`src/rtl/muldiv_unit_if.sv`:
```
`default_nettype none
// +--------------------------------------------------------------------------+
// | muldiv_unit_if : request/response bundle between core and muldiv_unit     |
// | Rev 1.0                                                                   |
// +--------------------------------------------------------------------------+
interface muldiv_unit_if #(
  parameter int XLEN = 32
);
  logic            start;
  logic            flush;
  logic [2:0]      funct3;
  logic [XLEN-1:0] rs1_data;
  logic [XLEN-1:0] rs2_data;
  logic [4:0]      rd_in;
  logic            busy;
  logic            done;
  logic [XLEN-1:0] result;
  logic [4:0]      rd_out;

  modport master (
    output start, flush, funct3, rs1_data, rs2_data, rd_in,
    input  busy, done, result, rd_out
  );

  modport slave (
    input  start, flush, funct3, rs1_data, rs2_data, rd_in,
    output busy, done, result, rd_out
  );
endinterface
`default_nettype wire

```
`src/rtl/muldiv_unit.sv`:
```
`default_nettype none
// +--------------------------------------------------------------------------+
// | muldiv_unit : iterative RV32M multiply/divide, 33-cycle fixed latency     |
// | Optional macro MULDIV_FAST_MUL_EN: single-cycle combinational multiplies  |
// | Rev 1.0                                                                   |
// +--------------------------------------------------------------------------+
module muldiv_unit #(
  parameter int XLEN = 32
) (
  input wire           clk,
  input wire           rst_n,
  muldiv_unit_if.slave bus
);

  typedef enum logic [1:0] {
    S_IDLE = 2'd0,
    S_RUN  = 2'd1,
    S_DONE = 2'd2
  } state_e;

  state_e            state_q;
  logic [5:0]        cnt_q;
  logic [2*XLEN-1:0] acc_q;
  logic [XLEN-1:0]   opnd_q;
  logic [2:0]        op_q;
  logic              is_div_q;
  logic              neg_q;
  logic              rneg_q;
  logic [4:0]        rd_q;
  logic [XLEN-1:0]   result_q;
  logic [4:0]        rd_out_q;
  logic              done_q;

  // Operand decode at acceptance: sign handling is folded into magnitudes
  logic [2:0]      w_op;
  logic            w_is_div, w_a_sgn, w_b_sgn, w_a_neg, w_b_neg, w_neg;
  logic [XLEN-1:0] w_mag_a, w_mag_b;

  assign w_op     = bus.funct3;
  assign w_is_div = w_op[2];
  assign w_a_sgn  = w_is_div ? ~w_op[0] : (w_op[1] ^ w_op[0]);
  assign w_b_sgn  = w_is_div ? ~w_op[0] : (w_op[1:0] == 2'b01);
  assign w_a_neg  = w_a_sgn & bus.rs1_data[XLEN-1];
  assign w_b_neg  = w_b_sgn & bus.rs2_data[XLEN-1];
  assign w_mag_a  = w_a_neg ? -bus.rs1_data : bus.rs1_data;
  assign w_mag_b  = w_b_neg ? -bus.rs2_data : bus.rs2_data;
  // Divide-by-zero keeps the all-ones quotient unsigned so DIV yields -1
  assign w_neg    = (w_a_neg ^ w_b_neg) && !(w_is_div && (bus.rs2_data == {XLEN{1'b0}}));

  logic [XLEN:0]     w_mul_sum;
  logic [2*XLEN-1:0] w_mul_next;
  logic [XLEN:0]     w_div_shift, w_div_trial;
  logic              w_div_ge;
  logic [2*XLEN-1:0] w_div_next;
  logic [2*XLEN-1:0] w_acc_next;

  assign w_mul_sum   = {1'b0, acc_q[2*XLEN-1:XLEN]}
                     + {1'b0, (acc_q[0] ? opnd_q : {XLEN{1'b0}})};
  assign w_mul_next  = {w_mul_sum, acc_q[XLEN-1:1]};
  assign w_div_shift = {acc_q[2*XLEN-1:XLEN], acc_q[XLEN-1]};
  assign w_div_trial = w_div_shift - {1'b0, opnd_q};
  assign w_div_ge    = ~w_div_trial[XLEN];
  assign w_div_next  = {(w_div_ge ? w_div_trial[XLEN-1:0] : w_div_shift[XLEN-1:0]),
                        acc_q[XLEN-2:0], w_div_ge};
  assign w_acc_next  = is_div_q ? w_div_next : w_mul_next;

  logic [2*XLEN-1:0] w_prod;
  logic [XLEN-1:0]   w_quo, w_rem, w_final;

  assign w_prod = neg_q  ? -w_acc_next : w_acc_next;
  assign w_quo  = neg_q  ? -w_acc_next[XLEN-1:0] : w_acc_next[XLEN-1:0];
  assign w_rem  = rneg_q ? -w_acc_next[2*XLEN-1:XLEN] : w_acc_next[2*XLEN-1:XLEN];

  always_comb begin
    w_final = w_quo;
    case (op_q)
      3'b000:                 w_final = w_prod[XLEN-1:0];
      3'b001, 3'b010, 3'b011: w_final = w_prod[2*XLEN-1:XLEN];
      3'b100, 3'b101:         w_final = w_quo;
      default:                w_final = w_rem;
    endcase
  end

  logic [XLEN-1:0] w_fast_res;
`ifdef MULDIV_FAST_MUL_EN
  localparam bit FAST_MUL = 1'b1;
  logic [2*XLEN-1:0] w_fast_mag, w_fast_prod;
  assign w_fast_mag  = {{XLEN{1'b0}}, w_mag_a} * {{XLEN{1'b0}}, w_mag_b};
  assign w_fast_prod = w_neg ? -w_fast_mag : w_fast_mag;
  assign w_fast_res  = (w_op[1:0] == 2'b00) ? w_fast_prod[XLEN-1:0]
                                            : w_fast_prod[2*XLEN-1:XLEN];
`else
  localparam bit FAST_MUL = 1'b0;
  assign w_fast_res = {XLEN{1'b0}};
`endif

  always_ff @(posedge clk or negedge rst_n) begin
    if (!rst_n) begin
      state_q  <= S_IDLE;
      cnt_q    <= 6'd0;
      acc_q    <= {(2*XLEN){1'b0}};
      opnd_q   <= {XLEN{1'b0}};
      op_q     <= 3'd0;
      is_div_q <= 1'b0;
      neg_q    <= 1'b0;
      rneg_q   <= 1'b0;
      rd_q     <= 5'd0;
      result_q <= {XLEN{1'b0}};
      rd_out_q <= 5'd0;
      done_q   <= 1'b0;
    end else begin
      done_q <= 1'b0;
      case (state_q)
        S_IDLE: begin
          if (bus.start && !bus.flush) begin
            op_q     <= w_op;
            rd_q     <= bus.rd_in;
            is_div_q <= w_is_div;
            neg_q    <= w_neg;
            rneg_q   <= w_a_neg;
            cnt_q    <= 6'd0;
            opnd_q   <= w_is_div ? w_mag_b : w_mag_a;
            acc_q    <= {{XLEN{1'b0}}, (w_is_div ? w_mag_a : w_mag_b)};
            if (FAST_MUL && !w_is_div) begin
              state_q  <= S_DONE;
              done_q   <= 1'b1;
              result_q <= w_fast_res;
              rd_out_q <= bus.rd_in;
            end else begin
              state_q <= S_RUN;
            end
          end
        end
        S_RUN: begin
          if (bus.flush) begin
            state_q <= S_IDLE;
          end else begin
            acc_q <= w_acc_next;
            cnt_q <= cnt_q + 6'd1;
            if (cnt_q == 6'd31) begin
              state_q  <= S_DONE;
              done_q   <= 1'b1;
              result_q <= w_final;
              rd_out_q <= rd_q;
            end
          end
        end
        S_DONE:  state_q <= S_IDLE;
        default: state_q <= S_IDLE;
      endcase
    end
  end

  assign bus.busy   = (state_q != S_IDLE);
  assign bus.done   = done_q;
  assign bus.result = result_q;
  assign bus.rd_out = rd_out_q;

endmodule
`default_nettype wire
```
`src/flat_wrapper.sv`:
```
// flat-port wrapper written by rule: the top's interface ports become plain ports
module muldiv_unit_flat 
#(
  parameter int XLEN = 32
)
  (clk, rst_n, bus_start, bus_flush, bus_funct3, bus_rs1_data, bus_rs2_data, bus_rd_in, bus_busy, bus_done, bus_result, bus_rd_out);
  muldiv_unit_if #(.XLEN(XLEN)) bus_i ();
  input wire clk;
  input wire rst_n;
  input wire logic [$bits(bus_i.start)-1:0] bus_start;
  input wire logic [$bits(bus_i.flush)-1:0] bus_flush;
  input wire logic [$bits(bus_i.funct3)-1:0] bus_funct3;
  input wire logic [$bits(bus_i.rs1_data)-1:0] bus_rs1_data;
  input wire logic [$bits(bus_i.rs2_data)-1:0] bus_rs2_data;
  input wire logic [$bits(bus_i.rd_in)-1:0] bus_rd_in;
  output wire logic [$bits(bus_i.busy)-1:0] bus_busy;
  output wire logic [$bits(bus_i.done)-1:0] bus_done;
  output wire logic [$bits(bus_i.result)-1:0] bus_result;
  output wire logic [$bits(bus_i.rd_out)-1:0] bus_rd_out;
  assign bus_i.start = bus_start;
  assign bus_i.flush = bus_flush;
  assign bus_i.funct3 = bus_funct3;
  assign bus_i.rs1_data = bus_rs1_data;
  assign bus_i.rs2_data = bus_rs2_data;
  assign bus_i.rd_in = bus_rd_in;
  assign bus_busy = bus_i.busy;
  assign bus_done = bus_i.done;
  assign bus_result = bus_i.result;
  assign bus_rd_out = bus_i.rd_out;
  muldiv_unit #(.XLEN(XLEN)) u_core (.clk(clk), .rst_n(rst_n), .bus(bus_i));
endmodule
```
`config.mk`:
```
export PLATFORM = sky130hd
export DESIGN_NAME = muldiv_unit_flat
export DESIGN_NICKNAME = d
export VERILOG_FILES = /design/src/rtl/muldiv_unit_if.sv /design/src/rtl/muldiv_unit.sv /design/src/flat_wrapper.sv
export SDC_FILE = /design/constraint.sdc
export NUM_CORES = 1
export LEC_CHECK = 0
export BUFFER_PORTS_ARGS = -buffer_cell sky130_fd_sc_hd__clkbuf_2
export CAP_MARGIN = 30
export CORE_UTILIZATION = 45
export CTS_CLUSTER_SIZE = 16
export DETAILED_ROUTE_END_ITERATION = 8
export SLEW_MARGIN = 20
export SYNTH_ARGS = -nofsm -noshare
export SYNTH_HDL_FRONTEND = slang
export SYNTH_SLANG_ARGS = --single-unit
```
`constraint.sdc`:
```
create_clock -name clk -period 5.19 [get_ports clk]
set_input_delay 1.2975 -clock clk [delete_from_list [all_inputs] [get_ports clk]]
set_output_delay 1.2975 -clock clk [all_outputs]
set_load 0.03 [all_outputs]
```
After elaboration in Yosys (flattened, before gate mapping). Cells that the tools add are included.

Register bits after elaboration: 153. Output and inout bits: 39.

Add/sub/neg operators: 8. Reductions and logical operators: 16. Eq/ne operators: 11. Bitwise logic cells: 7. Mux-type cells: 26.

Operator list (count): $mux 32 (8); $mux 64 (4); $neg 32->32 (4); $pmux 64 s2 (1); $pmux 32 s3 (1); $neg 64->64 (1); $add 32x32->33 (1); $sub 33x32->33 (1); $logic_not 32->1 (1); $mux 6 (2); $pmux 6 s2 (1); $add 6x1->6 const B (1); $eq 3x2->1 const B (2); $eq 3x3->1 const B (2); $eq 6x5->1 const B (1); $mux 2 (3); $reduce_and 3->1 (2); $mux 1 (5); $eq 2x1->1 const B (2); $pmux 2 s2 (1); $reduce_and 2->1 (2); $reduce_bool 2->1 (2); $eq 3x1->1 const B (1); $logic_and 1x1->1 (3); 11 further kinds (16).

Depth between registers and ports, before layout.
Depth in word-level cells: 7. Depth in mapped cells: 23. Depth with buffers taken out: 21.

Worst setup path after synthesis. No wires, ideal clock.

Path type: reg-to-reg. Start point: reg u_core.acc_q[31]. End point: reg u_core.result_q[30], in the netlist u_core.bus.result[30]. Cell stages (with the launch flop): 24. Required time: 5.064 ns. Data arrival time: 4.938 ns. Slack: 0.126 ns. Cell sequence: dfrtp_1 inv_1 ha_1 fa_1 nand2b_1 a21oi_1 o21ai_2 a21boi_4 nor3_2 buf_4 nor2_2 buf_6 clkbuf_1 a21oi_1 a21oi_1 ha_1 nand2_1 a21o_1 a211oi_4 nand4_2 o41ai_2 xor2_1 o22ai_1 a221o_1.

Word-level cells in the longest chain between the ends: 6. Elaborated cells on any way between the ends: 11. Those cells by class: 4 x add/sub; 6 x mux; 1 x bitwise.

RTL lines: start: declaration (RTL line muldiv_unit.sv:23) `logic [2*XLEN-1:0] acc_q;`; start signal: assignment (RTL line muldiv_unit.sv:101) `acc_q <= {(2*XLEN){1'b0}};`; start signal: assignment (RTL line muldiv_unit.sv:123) `acc_q <= {{XLEN{1'b0}}, (w_is_div ? w_mag_a : w_mag_b)};`; start signal: assignment (RTL line muldiv_unit.sv:138) `acc_q <= w_acc_next;`; $sub 33x32->33 (RTL line muldiv_unit.sv:61) `assign w_div_trial = w_div_shift - {1'b0, opnd_q};`; $mux 32 / $not 1->1 (equally long branches) (RTL line muldiv_unit.sv:63, muldiv_unit.sv:62); $mux 64 * (RTL line muldiv_unit.sv:65) `assign w_acc_next = is_div_q ? w_div_next : w_mul_next;`; $neg 64->64, or another cell as far along (RTL line muldiv_unit.sv:70) `assign w_prod = neg_q ? -w_acc_next : w_acc_next;`; $mux 64, or another cell as far along (RTL line muldiv_unit.sv:70); $pmux 32 s3 * (RTL line muldiv_unit.sv:76) `case (op_q)`; end signal: assignment (RTL line muldiv_unit.sv:108) `result_q <= {XLEN{1'b0}};`; end signal: assignment (RTL line muldiv_unit.sv:127) `result_q <= w_fast_res;`; end signal: assignment (RTL line muldiv_unit.sv:143) `result_q <= w_final;`; end: declaration (RTL line muldiv_unit.sv:30) `logic [XLEN-1:0] result_q;`.

Every way passes the cells marked *; elsewhere a longest branch is shown, timed or not. A chain may end at the register's enable or synchronous reset.

Worst setup path after layout.
Start point: reg u_core.acc_q[50]. End point: reg u_core.result_q[30], in the netlist u_core.bus.result[30].

Same word-level chain as after synthesis.

==> results.txt <==
The die outline area was 36400 µm². TritonCTS built the clock tree. The worst path uses 95.3% of the clock period. The routability-driven placement congestion ratio came out at 1.00. Number of standard cells in the layout, taps in and fillers out: 2741. The number of nets in the synthesized netlist is 2316. Including well taps, the total number of placed cells is 2703. Once detail routing completed, the nets flagged for antenna violations numbered 0. Input and output buffers added on the ports amount to 114. The number of antenna violations at the first check in global routing is 7. The power dissipated by switching net loads is 5690 µW, and the worst path setup slack after routing is 246 ps. The run gives 3810 µm² as the footprint of the flip-flops and latches. The internal power of the cells is 4780 µW, and the cell row count is 68. The worst setup path is of the reg -> reg kind. The pre-antenna-repair detailed-routing pass consisted of 7 iterations.

For the number of warnings reported in the yosys synthesis log, the log shows 0. The clock passes through at most 2 buffers. Pin placement for this block handled 115 I/O pins. The area overhead of the layout relative to synthesis is 12.6%. Once detailed placement completed, the half-perimeter wirelength came to 50.1 mm. For the final setup violation count, the log shows 0. The mapped netlist covers 16000 µm². Global routing used 35.6% of the available tracks. The final route contains 17000 vias. In this run, the combinational gates consume 69.4% of the power. The worst path required time came out at 5540 ps. The distinct cell type count after synthesis came out at 99. In this run the power density over the cells is 581 nW/µm². The proportion of synthesized flip-flops having asynchronous set or reset was 100%.

In this run the worst hold path is classified as reg -> reg. In the final layout, the multi-input gates occupy 11500 µm². Clock-pin slew was measured on the worst setup and hold paths at 70 ps. The synthesized instance count came out at 2168. Entering global routing, the biggest net connects 105 pins. The startpoint identified for the worst hold timing path is u_core.rd_q[0]. The tools report the cell chosen for the clock root as sky130_fd_sc_hd__clkbuf_16. Setup repair after global routing left no endpoint under its margin. The initial utilization of the core area, before any placement, comes to 46.0%. In this run, synthesis inferred 0 flip-flops with an integrated enable.

The run gives 152 as the number of clock sinks. The vertical extent of the die works out to 191 µm. The tools report the kind of start point of the critical path as a flip-flop.

The overall overflow remaining after global route was 0. Cells fill 51.8% of the core in the end. For the worst-skew pair, the clock arrives at the later sink with an insertion delay of 460 ps.

Subtracting the final worst setup slack from the clock period gives 4940 ps. The largest single stage delay on the critical path is 520 ps. The tools report the via count of the first global-routing pass as 15900. The run finished with clean final reports. TritonCTS created 17 clock buffers. The tools report the relative slew slack as 39.4%. After routing, the total negative slack on setup checks comes to 0 ps. The clock tree synthesis step divided the H-tree into 4 levels. The number of violations of the max-capacitance limit came out at 0.

The count of nets after finishing is 2419, and the placeable core region is 34800 µm². Traced cell by cell, the critical path runs through ha_1, a21oi_1, o21ai_1, a22oi_2, a2bb2oi_4, nor3_2, nor2_4, a21oi_1, ha_2, nand3_1, or4_1, inv_1, nand4_2, o41ai_2, xor2_1, o22ai_1, a221o_1. Along the worst path, the maximum fanout reaches 10.

The clock network burns 13.0% of the power. After synthesis, flip-flops and latches occupy 23.7% of the total area. For the number of DRC violations after detailed-routing iteration 0, the log shows 1715. Based on the critical path, the design can be clocked at up to 0.202 GHz.

The most used flip-flop cell after synthesis is sky130_fd_sc_hd__dfrtp_1. The first global-routing pass estimated 97.1 mm of wire. Most used cell along the critical path: sky130_fd_sc_hd__a21oi_1. For this run, design rule violations remaining after detail routing come to 0. For the hold violation total from the final report, the log shows 0. The post-detailed-route wirelength per cell was 23.4 µm; the number of flip-flops and latches in the synthesized netlist was 152. The source of the worst register-to-register timing path is u_core.acc_q[50]. Detail-routed via count per cell: 6.21.

For the detailed-route wire length, the log shows 64.2 mm. The master of the slowest instance on the critical path was sky130_fd_sc_hd__or4_1. Data on the critical path arrives at its endpoint at 5290 ps. The average instance in the mapped netlist occupies 7.39 µm².

At the pin with the least slew margin, the transition time is 910 ps. The switching portion of total power came out at 54.3%. In the final layout, the share of cells above drive strength 1 is 13.8%. The endpoint type of the worst setup path is a flip-flop.

Counting the fill cells in the layout gives 3487. The maximum VDD drop was 0.000333 V. The logs give 0 for the number of pins with negative max-slew slack in the final report and 0.00776 µW for the leakage power. The die is 191 µm wide. Before CTS, the worst setup slack after placement is -167 ps. Tracing the worst setup path back leads to its startpoint at u_core.acc_q[50]. The sequential cell fraction of total power came out at 17.5%. On the final layout, the worst clock skew is 13.1 ps.
[flip-flops by register name, indices dropped and copies added, names as in the netlist, 2 cells and up]
register,flops
u_core.acc_q,64
u_core.opnd_q,32
u_core.state_q,2
u_core.op_q,2
u_core.cnt_q,6
u_core.rd_q,5
u_core.bus.result,32
u_core.bus.rd_out,5
[cell usage after synthesis (6+ instances only)]
cell	number	area, µm²
sky130_fd_sc_hd__a21oi_1	209	1050
sky130_fd_sc_hd__buf_2	17	85.1
sky130_fd_sc_hd__o21a_1	17	128
sky130_fd_sc_hd__or3_1	26	163
sky130_fd_sc_hd__o211ai_1	17	128
sky130_fd_sc_hd__xor2_1	77	674
sky130_fd_sc_hd__a31oi_1	29	181
sky130_fd_sc_hd__or4_1	7	52.6
sky130_fd_sc_hd__o2111ai_1	8	70.1
sky130_fd_sc_hd__or2_2	8	50.1
sky130_fd_sc_hd__a21o_1	29	218
sky130_fd_sc_hd__nand3_1	43	215
sky130_fd_sc_hd__nand4_1	18	113
sky130_fd_sc_hd__o31ai_1	28	210
sky130_fd_sc_hd__a22o_1	26	228
sky130_fd_sc_hd__mux2i_1	38	380
sky130_fd_sc_hd__nand2_1	264	991
sky130_fd_sc_hd__nand2b_1	17	106
sky130_fd_sc_hd__a311oi_1	7	61.3
sky130_fd_sc_hd__xnor2_1	84	736
sky130_fd_sc_hd__o41ai_1	11	96.3
sky130_fd_sc_hd__o22ai_1	12	75.1
sky130_fd_sc_hd__inv_1	69	259
sky130_fd_sc_hd__mux2_2	11	124
sky130_fd_sc_hd__a221oi_1	16	140
sky130_fd_sc_hd__dfrtp_1	152	3800
sky130_fd_sc_hd__a211oi_1	22	165
sky130_fd_sc_hd__buf_1	11	41.3
sky130_fd_sc_hd__nor2_1	219	822
sky130_fd_sc_hd__and3_1	17	106
sky130_fd_sc_hd__nor3_1	45	225
sky130_fd_sc_hd__clkbuf_1	86	323
sky130_fd_sc_hd__ha_1	70	876
sky130_fd_sc_hd__and2_1	52	325
sky130_fd_sc_hd__nor2b_1	12	75.1
sky130_fd_sc_hd__o21bai_1	6	45.0
sky130_fd_sc_hd__a21boi_0	7	52.6
sky130_fd_sc_hd__nand3b_1	8	60.1
sky130_fd_sc_hd__nor4_1	21	131
sky130_fd_sc_hd__o21ai_0	227	1140
[placed cells by master, fill, tap and decap left out, types with 29 or more instances in the layout]
cell type / instances
sky130_fd_sc_hd__nand2_1: 263
sky130_fd_sc_hd__o21ai_0: 226
sky130_fd_sc_hd__nor2_1: 217
sky130_fd_sc_hd__a21oi_1: 207
sky130_fd_sc_hd__dfrtp_1: 150
sky130_fd_sc_hd__clkbuf_2: 112
sky130_fd_sc_hd__buf_4: 91
sky130_fd_sc_hd__xnor2_1: 84
sky130_fd_sc_hd__xor2_1: 77
sky130_fd_sc_hd__inv_1: 69
sky130_fd_sc_hd__ha_1: 69
sky130_fd_sc_hd__and2_1: 52
sky130_fd_sc_hd__nor3_1: 44
sky130_fd_sc_hd__nand3_1: 43
sky130_fd_sc_hd__mux2i_1: 38
sky130_fd_sc_hd__a21o_1: 29
sky130_fd_sc_hd__a31oi_1: 29
[worst max-delay path, delay by kind of cell (launching register included)]
| family | cells | cell delay, ps |
|---|---|---|
| AO/OA/AOI/OAI | 8 | 2040 |
| AND/OR/NAND/NOR | 5 | 1220 |
| adder cells (fa/ha/maj) | 2 | 760 |
| flip-flops | 1 | 480 |
| XOR/XNOR | 1 | 180 |
| buffers and inverters | 1 | 150 |
[final timing paths]
| path | slack, ps | end | cells after the start |
|---|---|---|---|
| min in group asynchronous | 920 | u_core.bus.result[17] | 1 |
| worst min-delay path | 460 | u_core.bus.rd_out[0] | 2 |
| worst min register to register | 460 | u_core.bus.rd_out[0] | 2 |
| max in group asynchronous | 3420 | u_core.rd_q[4] | 2 |
| worst max-delay path | 250 | u_core.bus.result[30] | 17 |
| worst max register to register | 250 | u_core.bus.result[30] | 17 |
[area by class of cell]
class / instances / share of cell area (%)
diodes: 2 / 0.0278
well taps: 455 / 3.16
inverters: 70 / 1.46
clock buffers: 18 / 2.38
flip-flops and latches: 152 / 21.1
repair buffers: 207 / 7.13
clock inverters: 14 / 1.01
multi-input cells: 1823 / 63.7
[per-layer routing]
metal	vias up	GRT usage [%]	wire length, µm
li1	8096	-	-
met1	8055	48.5	28100
met2	756	53.6	27500
met3	123	6.33	5280
met4	0	18.6	3310
met5	-	0	0
[logic make-up (layout without fill, tap and decap cells)]
family	count (synthesis)	after routing	synth area share (%)
simple gates	796	796	24.0
mux	51	51	3.37
other cells	0	2	0
xor+xnor	161	161	8.80
fa+ha+maj	72	72	5.72
buf+inv	193	309	4.98
flops	152	152	23.7
compound gates	743	743	29.3
[timing repair]
item                                    4_1_cts  5_1_grt
hold buffers                                  0        0
cloned                                        0        0
resized for setup                             1        8
endpoints found under the setup margin        3       15
setup buffers                                 0        3
pin swaps                                     0        1
[through the flow]
step,total power [µW],area (µm²),hold WS (ps)
global placement,8780,17300,447
CTS,10200,18000,469
detailed placement,8810,17300,452
finish,10500,18000,464
global route,11100,18000,490
floorplan,6460,16000,439
[power groups by stage]
stage | logic, µW | clock network (µW) | registers [µW]
floorplan | 4800 | 0 | 1660
global placement | 6940 | 0 | 1840
detailed placement | 6970 | 0 | 1840
CTS | 7020 | 1380 | 1820
global route | 7800 | 1420 | 1870
finish | 7270 | 1360 | 1840
Power figures use the tool's default switching activity.
